### src/rtl/shift_capture_pkg.sv
// rtl/shift_capture_pkg.sv - FSM encoding shared by the shift_capture slice
package shift_capture_pkg;

  typedef enum logic [1:0] {
    ST_IDLE  = 2'd0,
    ST_SHIFT = 2'd1,
    ST_HOLD  = 2'd2
  } cap_state_t;

endpackage

### src/rtl/shift_edge_det.sv
// rtl/shift_edge_det.sv - registered rising-edge detector for serclk
module shift_edge_det (
  input  logic clk,
  input  logic reset,
  input  logic serclk,
  output logic rise
);

  logic serclk_q;

  always_ff @(posedge clk or negedge reset) begin
    if (!reset) begin
      serclk_q <= 1'b0;
    end else begin
      serclk_q <= serclk;
    end
  end

  assign rise = serclk && !serclk_q;

endmodule

### src/rtl/shift_capture.sv
// rtl/shift_capture.sv - serial-to-parallel capture behind shift_ctrl, MSB first
module shift_capture
  import shift_capture_pkg::*;
#(
  parameter int WIDTH = 8
) (
  input  logic             clk,
  input  logic             reset,
  input  logic             shld,
  input  logic             serclk,
  input  logic             done,
  input  logic             sdata,
  input  logic             err_clr,
  output logic [WIDTH-1:0] data_out,
  output logic             data_valid,
  input  logic             data_ready,
  output logic             overrun,
  output logic             frame_err,
  output logic             busy
);

  localparam int CW = $clog2(WIDTH + 1);
  localparam logic [CW-1:0] LAST = CW'(WIDTH - 1);

  cap_state_t       state;
  logic [CW-1:0]    bitcnt;
  logic [WIDTH-1:0] sr;
  logic             armed;
  logic             rise;
  logic             sr_msb_unused;

  assign sr_msb_unused = sr[WIDTH-1];

  shift_edge_det u_edge (
    .clk    (clk),
    .reset  (reset),
    .serclk (serclk),
    .rise   (rise)
  );

  // armed stays low after reset until shld is seen low, so a frame already in
  // flight when reset releases is never captured as if it were a fresh one.
  always_ff @(posedge clk or negedge reset) begin
    if (!reset) begin
      state      <= ST_IDLE;
      bitcnt     <= '0;
      sr         <= '0;
      armed      <= 1'b0;
      data_out   <= '0;
      data_valid <= 1'b0;
      overrun    <= 1'b0;
      frame_err  <= 1'b0;
      busy       <= 1'b0;
    end else begin
      if (err_clr) begin
        overrun   <= 1'b0;
        frame_err <= 1'b0;
      end
      if (data_valid && data_ready) begin
        data_valid <= 1'b0;
      end

      if (!shld) begin
        armed  <= 1'b1;
        state  <= ST_IDLE;
        busy   <= 1'b0;
        bitcnt <= '0;
      end else begin
        case (state)
          ST_IDLE: begin
            if (armed) begin
              state <= ST_SHIFT;
              busy  <= 1'b1;
            end
          end
          ST_SHIFT: begin
            if (done) begin
              frame_err <= 1'b1;
              state     <= ST_HOLD;
              busy      <= 1'b0;
            end else if (rise) begin
              sr     <= {sr[WIDTH-2:0], sdata};
              bitcnt <= bitcnt + CW'(1);
              if (bitcnt == LAST) begin
                state <= ST_HOLD;
                busy  <= 1'b0;
                if (!data_valid || data_ready) begin
                  data_out   <= {sr[WIDTH-2:0], sdata};
                  data_valid <= 1'b1;
                end else begin
                  overrun <= 1'b1;
                end
              end
            end
          end
          ST_HOLD: begin
            if (rise) begin
              frame_err <= 1'b1;
            end
          end
          default: begin
            state <= ST_IDLE;
            busy  <= 1'b0;
          end
        endcase
      end
    end
  end

endmodule

### config.mk
export PLATFORM = sky130hd
export DESIGN_NAME = shift_capture
export DESIGN_NICKNAME = d
export VERILOG_FILES = /design/src/rtl/shift_capture_pkg.sv /design/src/rtl/shift_edge_det.sv /design/src/rtl/shift_capture.sv
export SDC_FILE = /design/constraint.sdc
export NUM_CORES = 1
export LEC_CHECK = 0
export ABC_AREA = 1
export CELL_PAD_IN_SITES_DETAIL_PLACEMENT = 0
export CELL_PAD_IN_SITES_GLOBAL_PLACEMENT = 1
export CORE_AREA = 2 2 69 52
export CTS_CLUSTER_SIZE = 28
export DETAILED_ROUTE_END_ITERATION = 7
export DIE_AREA = 0 0 71 54
export DONT_BUFFER_PORTS = 1
export GPL_TIMING_DRIVEN = 0
export PLACE_DENSITY = 0.72
export SLEW_MARGIN = 20
export SYNTH_ARGS = -nofsm -noshare
export SYNTH_HDL_FRONTEND = slang
export SYNTH_SLANG_ARGS = --single-unit
### constraint.sdc
create_clock -name clk -period 1.35 [get_ports clk]
set_input_delay 0.27 -clock clk [delete_from_list [all_inputs] [get_ports clk]]
set_output_delay 0.27 -clock clk [all_outputs]
set_load 0.03 [all_outputs]
### Word-level counts from Yosys, hierarchy flattened

Index checks and enable logic that the tools add are counted.

* word-level logic and storage cells: 67
* input port bits: 8
* bits in registers: 27
* output and inout port bits: 12

* bitwise gates (word level): 1
* add/subtract/negate cells: 1
* equal/unequal tests: 10
* mux-type cells: 35
* reductions and logical operators: 10

Operator list (count)
* 1-bit two-way mux: 23
* 4-bit two-way mux: 4
* 2-bit two-way mux: 5
* 4-bit inequality test (second input constant): 2
* 4-bit AND reduction: 2
* 2-bit one-hot mux with 3 select lines: 1
* 6-bit AND reduction: 1
* 4-bit by 1-bit adder with 4-bit output (second input constant): 1
* 4-bit by 3-bit == test with 1-bit output (second input constant): 1
* 2-bit by 1-bit inequality test with 1-bit output (second input constant): 2
* 2-bit inequality test (second input constant): 2
* 3-bit inequality test (second input constant): 1
* 1-bit one-hot mux with 3 select lines: 1
* 3-bit AND reduction: 1
* 2-bit by 1-bit == test with 1-bit output (second input constant): 1
* 2-bit == test (second input constant): 1
* 1-bit logical AND: 2
* 1-bit logical NOT: 2
* 2-bit logical NOT: 1
* 1-bit one-hot mux with 2 select lines: 1
* 1-bit logical OR: 1
* 1-bit NOT: 1

### Longest topological paths before layout

Gate-level depths: netlist of run 1.

* depth after elaboration: 8
* mapped depth: 8

### By module

From an unflattened synthesis of run 1, not the netlist that was laid out.

* cell total of the unflattened synthesis: 142
* area, all modules: 1290.0 µm²

Modules (own cells, without submodules)
* shift_capture: area each 1255.0 µm², cells an instance 139, seq. area each 625.6 µm², instances 1
* shift_edge_det: area each 35.0 µm², cells an instance 3, seq. area each 25.0 µm², instances 1

### Least setup slack after synthesis of run 1

Ideal clock, no wire load.

* path type: reg2reg
* from: register busy (netlist name)
* to: register busy
* cell stages (with the launch flop): 8
* data required time: 1232 ps
* path slack: -144 ps
* data arrival time: 1376 ps
* library setup time: 118 ps
* cell sequence: dfrtp_1 -> ha_1 -> nand2_2 -> nor2_4 -> buf_6 -> o21ai_2 -> nand3_1 -> nand2_1

RTL lines
* end signal: assignment: line shift_capture.sv:53 `busy <= 1'b0;`
* end signal: assignment: line shift_capture.sv:66 `busy <= 1'b0;`
* end signal: assignment: line shift_capture.sv:73 `busy <= 1'b1;`
* end: declaration: line shift_capture.sv:19 `output logic busy`

==> results summary, run 1 <==
The flow ran to the end, but the final reports show violations. The checks that failed: negative setup slack. The final total negative setup slack came out at -0.8226 ns.

During placement, the flow inserted port buffers numbering 0. The share of the Yosys chip area taken by registers is 0.5088. The overall global routing resource usage came out at 0.1476. Of the total power, registers draw 0.483. Of the total power, the clock network draws 0.301. The kind of path behind the tightest hold check is input port to flip-flop.

The final critical path time including I/O delays and setup is roughly 1.4 ns. STA classifies the critical path startpoint as a flip-flop. For this configuration, the core starts out at a cell density of 0.3916. Across all setup checks in the final design, the least slack found is -0.08235 ns. The maximum fanout encountered on the critical timing path is 8. The setup skew after layout came out at approximately 0.01 ns. The power density of the placed cells came out at around 1400 nW/um^2.

The total setup violations reported at the end of the flow came out at 20. During synthesis, Yosys emitted a total of 0 warnings. Dividing the final minimum period by the clock period gives 1.061.

After global routing, the most crowded layer is met2. The clock passes through at most 2 buffers. By count the netlist is led by 49 x sky130_fd_sc_hd__nand2_1, 26 x sky130_fd_sc_hd__dfrtp_1, 11 x sky130_fd_sc_hd__inv_1.

Of the total power, the share spent switching nets is 0.3163. The number of routed nets with antenna violations is 0. The final hold violation count is 0. The remaining global-route overflow came out at 0. The layout cell share with drive strength beyond 1 came out at 0.2781.

The antenna diode count came out at 0. At the pin with the least slew margin, the transition time is approximately 0.32 ns. The remaining design rule violation count came out at 0. The number of cells on the worst hold path is 0. The total net switching power came out at 0.0006822 W. The mapped netlist covers approximately 1300 um^2. The count of cells in the finished layout, fillers not included, comes to around 190.

Static timing analysis puts the maximum clock frequency at around 0.70 GHz. The TritonCTS sink count came out at 26. The most common cell in the synthesized netlist is sky130_fd_sc_hd__nand2_1.

At the end of the flow, the number of nets in the layout was between 150 and 200. After clock tree synthesis, the clock-pin slew on the worst setup and hold paths is approximately 0.090 ns. In the global route stage, met1 resource usage came out at 0.1821. The die footprint came out at ~3800 um^2. The combinational share of power came out at 0.216. The worst pin sits at a relative slew slack of 0.7856. The global-route track usage on met2 came out at 0.2555.

The core region is between 3000 and 4000 um^2. The half-perimeter wire length after detailed placement came out at between 1500 and 2000 um. The I/O pin count came out at 20. The vertical die dimension came out at 54 um.

After synthesis, the cell types taking the most area are sky130_fd_sc_hd__dfrtp_1 51%, sky130_fd_sc_hd__nand2_1 14%, sky130_fd_sc_hd__ha_1 4.9%. The internal power of the cells totals around 0.0015 W. The maximum level of the CTS H-tree is 1.

In this run the horizontal extent of the chip is 71 um. Clock tree synthesis inserted a total of 3 buffers. The number of cells traversed by the worst register-to-register path came out at 7. The layout overhead on the synthesized area came out at 22.99%. The mean instance size in the synthesized netlist is approximately 9.3 um^2. Setup repair after global routing could not meet its margin everywhere. The placement row count came out at 18.

The number of nets produced by synthesis came out at 151. The worst endpoint required time came out at 1.51 ns. The number of filler cells placed in the layout is slightly above 300. The met3 usage is 0.05431.

The fraction of synthesis flops using an asynchronous set or reset pin came out at 1.000. After detailed routing, the number of vias per cell comes to 4.969. The arrival time of the worst setup path is ~1.6 ns. The number of synthesized register bits is 26. In the final routed layout, each cell accounts on average for about 13 um.

The max-cap violation count came out at 0. The number of enable-type register cells in the synthesized netlist came out at 0. The initial antenna violation count came out at 0. TritonCTS built the clock tree. The via total after detailed routing is between 900 and 1k. After detailed placement, the design holds a cell count of between 150 and 200. IR analysis of the VDD net gives a maximum drop of between 0.0005 and 0.0006 V.

STA classifies the critical path endpoint as a flip-flop. The final-report max-slew violation count came out at 0. The total detailed-routing wirelength came out at between 2000 and 3000 um. The number of cells produced by synthesis is 138.

The clock insertion delay at the later pin of the skew report came out at about 0.27 ns. The count of unique library cells instantiated by Yosys is 25. The worst setup slack before clock tree synthesis is -0.1154 ns. The share of Yosys cell area claimed by the top area cell type came out at 0.5088. The library cell used as clock root buffer is sky130_fd_sc_hd__clkbuf_8. Among all flip-flop cells after synthesis, the most frequent one is sky130_fd_sc_hd__dfrtp_1. The number of global-route vias before repair came out at roughly 940. The synthesized design spends more area on one cell type than any other, namely sky130_fd_sc_hd__dfrtp_1. The first routing iteration left 34 violations. Entering global routing, the biggest net connects 27 pins.

The critical path in this run is classified as flip-flop to flip-flop. The final weighted congestion of routability-driven global placement is a little under 0.8. The number of iterations in the first detailed-routing pass came out at 4. The post-route core utilization came out at 0.4816. The area of all sequential standard cells came out at 651.9 um^2. The leakage power figure came out at slightly above 0.8 nW. The multi-input combinational cell area came out at 628.1 um^2. The first global-routing pass estimated ~4300 um of wire.
[metal layers]
| metal | wire length, um | share of wire |
|---|---|---|
| met1 | 1205 | 0.48 |
| met2 | 1190 | 0.47 |
| met3 | 123 | 0.049 |
| met4 | 0 | 0 |
| met5 | 0 | 0 |
[timing repair]
item	CTS	global route
hold endpoints to repair	26	0
endpoints found under the setup margin	20	23
cloned	1	1
setup buffers	2	3
pin swaps	7	5
resized for setup	6	9
hold buffers	2	0
[final timing paths]
path / slack (ns) / startpoint / endpoint
setup / recovery: -0.08 / busy / data_out[6]
hold / removal: 0.03 / serclk / u_edge.serclk_q
setup reg to reg: -0.08 / busy / data_out[6]
hold reg to reg: 0.49 / sr[6] / sr[6]
max in group asynchronous: 0.76 / reset / busy
min in group asynchronous: 0.41 / reset / frame_err
[layout by cell type, fill, tap and decap left out, drive strengths merged]
master / n
nand2: 52
dfrtp: 26
inv: 13
nand3: 13
buf: 10
nand4: 8
nor2: 7
o21ai: 6
ha: 5
clkbuf: 3
o2111ai: 1
nor3: 1
and3: 1
a21oi: 1
or2: 1
xnor2: 1
bufinv: 1
dlygate4sd3: 1
[layout make-up]
class                           count  area share
Inverter                           13     0.03262
Timing Repair Buffer                8     0.05887
Clock buffer                        3     0.02625
Multi-Input combinational cell     97      0.3994
Tap cell                           40     0.03182
Sequential cell                    26      0.4145
Buffer                              3     0.01750
Clock inverter                      1     0.01909
[power by group through the flow]
stage | clock network [W] | logic (W) | registers, W
floorplan | 0 | 0.000322 | 0.00102
detailed placement | 0 | 0.000381 | 0.00105
global route | 0.000698 | 0.000544 | 0.00106
finish | 0.000648 | 0.000466 | 0.00104
global placement | 0 | 0.000373 | 0.00105
CTS | 0.000666 | 0.000441 | 0.00104
[through the flow]
step,cell area [um^2],hold WS [ns],power [W]
after floorplan,1300,-0.02559,0.001346
after global placement,1350,-0.02483,0.001420
after detailed placement,1350,-0.02481,0.001431
after CTS,1498,0.01698,0.002146
after global routing,1573,0.006201,0.002302
final,1573,0.02644,0.002157
[logic make-up after synthesis]
logic type	Yosys count	synth area share
AO/OA/AOI/OAI	8	0.04012
flip-flops	26	0.5088
adder cells (fa/ha/maj)	5	0.04892
buffers and inverters	16	0.06164
AND/OR/NAND/NOR	82	0.3337
XOR/XNOR	1	0.006851
[worst max-delay path, cell delays in order, from the launching register on]
cell and delay, ns:
sky130_fd_sc_hd__dfrtp_2 0.53, sky130_fd_sc_hd__ha_4 0.20, sky130_fd_sc_hd__nand2_4 0.07, sky130_fd_sc_hd__nor2_4 0.14, sky130_fd_sc_hd__buf_6 0.12, sky130_fd_sc_hd__nand3_4 0.12
sky130_fd_sc_hd__nand2_1 0.09, sky130_fd_sc_hd__nand2_1 0.06
[flip-flops by register name (all words and copies together), names as in the netlist]
register,count
sr,7
data_valid,1
overrun,1
bitcnt,4
u_edge.serclk_q,1
state,1
frame_err,1
armed,1
busy,1
data_out,8
(Power assumes the default switching activity.)
==> run 2: changes to the inputs <==
--- a/config.mk
+++ b/config.mk
@@ -14,6 +14,7 @@
 export DIE_AREA = 0 0 71 54
 export DONT_BUFFER_PORTS = 1
 export GPL_TIMING_DRIVEN = 0
+export HOLD_SLACK_MARGIN = 0.06
 export PLACE_DENSITY = 0.72
 export SLEW_MARGIN = 20
 export SYNTH_ARGS = -nofsm -noshare
==> run 2 against run 1 <==
Effect of this change: the run still ends with negative setup slack left; die area did not move; critical path depth did not move; total power fell by 0.87%; cell area about the same; register-to-register slack about the same; flip-flop and latch count stayed put; clock skew shrank 0.00091 ns; worst hold slack better by 0.094 ns; sequential share of layout area barely moved; via count down 0.74%; worst setup slack improved by 0.0031 ns; largest power group unchanged.
==> results summary, run 2 (same netlist as run 1, synthesis figures left out) <==
The number of port buffers is 0 (unchanged). By startpoint and endpoint, the worst setup path is classified as flip-flop to flip-flop. The pin count of the biggest net entering global routing is 27 (unchanged). In the layout the commonest cells are 42 x sky130_fd_sc_hd__nand2_1, 25 x sky130_fd_sc_hd__dfrtp_1, 9 x sky130_fd_sc_hd__inv_1. The via total after detailed routing was 942 (-0.74%). The origin of the worst min-delay path is sdata.

The number of cells on the worst hold path came out at 2 (+2). The antenna diode count came out at 0 (unchanged). The wire length per cell is 13.15 um (-0.28%). The leakage power figure is 0.7987 nW (-1.0%).

The final standard cell count with taps included and fillers excluded came to 191 (unchanged). The met3 usage is 0.05431 (unchanged). The final-report max-slew violation count is 0 (unchanged). The busiest layer in global routing is met2.

The largest registers in the layout are data_out: 8 flops, sr: 7 flops, bitcnt: 4 flops. The worst ir drop on vdd is 0.0005990 V (+0.61%). The arrival time of the worst setup path came to 1.59 ns (about the same). The starting utilization of the core area was 0.3916 (unchanged). The final hold violation count is 0 (unchanged). The final critical path time including I/O delays and setup came to 1.429 ns (-0.003077 ns). The overall global routing resource usage came out at 0.1480 (+0.0004100). The remaining design rule violation count is 0 (unchanged).

The number of instances in the placed design is 178 (unchanged). The normalized max-slew margin came out at 0.7856 (about the same). The global-route track usage on met2 came out at 0.2539 (-0.001558).

The area of the core is 3266 um^2 (unchanged). In this run the critical register-to-register path is launched from busy. The half-perimeter wire length after detailed placement came out at 1729 um (unchanged). The number of cells traversed by the worst register-to-register path came out at 7 (unchanged).

The worst-case clock buffer depth came out at 2 (unchanged). The I/O pin count is 20 (unchanged). The power density of the placed cells came to 1360 nW/um^2 (-0.79%). The kind of path behind the tightest hold check is input port to flip-flop.

The highest clock frequency the design can meet is 0.6997 GHz (+0.22%). The post-layout worst setup margin came out at -0.07927 ns (+0.003077 ns). The checks that failed: negative setup slack. The setup skew after layout came out at 0.009208 ns (-0.0009093 ns). The number of iterations in the first detailed-routing pass is 4 (unchanged).

The layout overhead on the synthesized area came out at 22.90% (about the same). The area of all sequential standard cells is 651.9 um^2 (unchanged). The layout net count came to 165 (unchanged). The placement row count is 18 (unchanged).

The final total negative setup slack is -0.7584 ns (+0.06422 ns). The number of filler cells placed in the layout came out at 313 (+0.64%). TritonCTS built the clock tree.

The vertical die dimension came to 54 um (unchanged). The number of clock buffers inserted by TritonCTS is 3 (unchanged). The remaining global-route overflow was 0 (unchanged). The width of the die came out at 71 um (unchanged).

The number of routed nets with antenna violations came out at 0 (unchanged). The maximum fanout encountered on the critical timing path is 8 (unchanged). The final weighted congestion of routability-driven global placement is 0.7805 (unchanged).

The die footprint came out at 3834 um^2 (unchanged). The wire length of the first global-routing pass came out at 4333 um (+0.65%). The category of the worst setup path capture point is a flip-flop.

The number of global-route vias before repair is 949 (+0.85%). The pin slew with the least headroom to its limit is 0.3216 ns (-0.000001431 ns). The clock insertion delay at the later pin of the skew report is 0.27 ns (about the same). The total setup violations reported at the end of the flow is 18 (-10%).

More flip-flops sit in one register than any other, and that register is data_out. The final worst-path cycle share is 1.059 (-0.002279). The multi-input combinational cell area was 621.8 um^2 (-1.0%). The via density per instance is 4.932 (-0.74%). The number of violations reported at the end of detailed-routing iteration 0 is 33 (-2.9%). The run finished, with violations left.

The cell sitting at the root of the clock tree is a sky130_fd_sc_hd__clkbuf_8. The TritonCTS sink count came out at 26 (unchanged). The maximum level of the CTS H-tree came out at 1 (unchanged). The worst endpoint required time came out at 1.51 ns (about the same). The number of flip-flops in the largest register is 8 (unchanged). Setup repair after global routing could not meet its margin everywhere. The layout cell share with drive strength beyond 1 is 0.2848 (+0.006623). The most critical setup path has its startpoint at busy.

The clock-pin slew of the registers on the worst-case setup and hold paths came out at 0.10 ns (about the same). The total detailed-routing wirelength came to 2512 um (-0.28%). The max-cap violation count is 0 (unchanged). The library cell used most frequently in the layout, excluding fill and tap cells, is sky130_fd_sc_hd__nand2_1. The met1 demand-to-capacity share in global routing was 0.1844 (+0.002291). The initial antenna violation count is 0 (unchanged). The worst setup path is launched from a flip-flop.
==> run 2: critical path, stage by stage, from the launching register on <==
cell and delay [ns]:
sky130_fd_sc_hd__dfrtp_2 0.53, sky130_fd_sc_hd__ha_4 0.20, sky130_fd_sc_hd__nand2_4 0.07, sky130_fd_sc_hd__nor2_4 0.12, sky130_fd_sc_hd__buf_6 0.12, sky130_fd_sc_hd__nand3_4 0.13
sky130_fd_sc_hd__nand2_1 0.09, sky130_fd_sc_hd__nand2_1 0.06
==> run 2: path summary, 6_finish.rpt <==
| path | end | slack (ns) |
|---|---|---|
| max reg2reg | data_out[6] | -0.08 |
| min | sr[0] | 0.12 |
| min reg2reg | armed | 0.49 |
| min in group asynchronous | frame_err | 0.41 |
| max | data_out[6] | -0.08 |
| max in group asynchronous | busy | 0.76 |
==> run 2: through the flow <==
stage,util,total power (W),setup WS (ns),hold slack (ns),instance area (um^2)
2_1_floorplan,-,0.001346,0.01388,-0.02559,1300
3_3_place_gp,0.4134,0.001420,-0.1212,-0.02483,1350
3_5_place_dp,0.4134,0.001431,-0.1154,-0.02481,1350
4_1_cts,0.4617,0.002149,-0.08228,0.1201,1508
5_1_grt,0.4812,0.002280,-0.1782,0.1116,1572
6_report,0.4812,0.002138,-0.07927,0.1204,1572
==> run 2: timing repair <==
| item | 4_1_cts | 5_1_grt |
|---|---|---|
| gates resized for setup | 6 | 10 |
| pin swaps | 7 | 6 |
| endpoints found under the setup margin | 20 | 23 |
| gates cloned | 1 | 0 |
| setup buffers | 2 | 3 |
| hold buffers | 3 | 0 |
| endpoints found under the hold margin | 27 | 0 |
==> run 2: where the power goes <==
group | switching, W | total (W) | internal, W
Clock | 0.000253 | 0.000650 | 0.000397
Sequential | 0.000164 | 0.00104 | 0.000879
Combinational | 0.000256 | 0.000446 | 0.000189
==> run 2: cell type report <==
class                      count  share of cell area
sequential                    26              0.4148
buffer                         3             0.01752
clock inverter                 1             0.01911
inverter                      13             0.03264
tap                           40             0.03185
multi-input combinational     97              0.3957
timing repair buffer           8             0.06210
clock buffer                   3             0.02627
==> run 2: routing by layer <==
layer,share of wire,vias up
met5,0,-
met2,0.46,16
met4,0.0028,0
met3,0.045,2
met1,0.49,451
li1,-,473
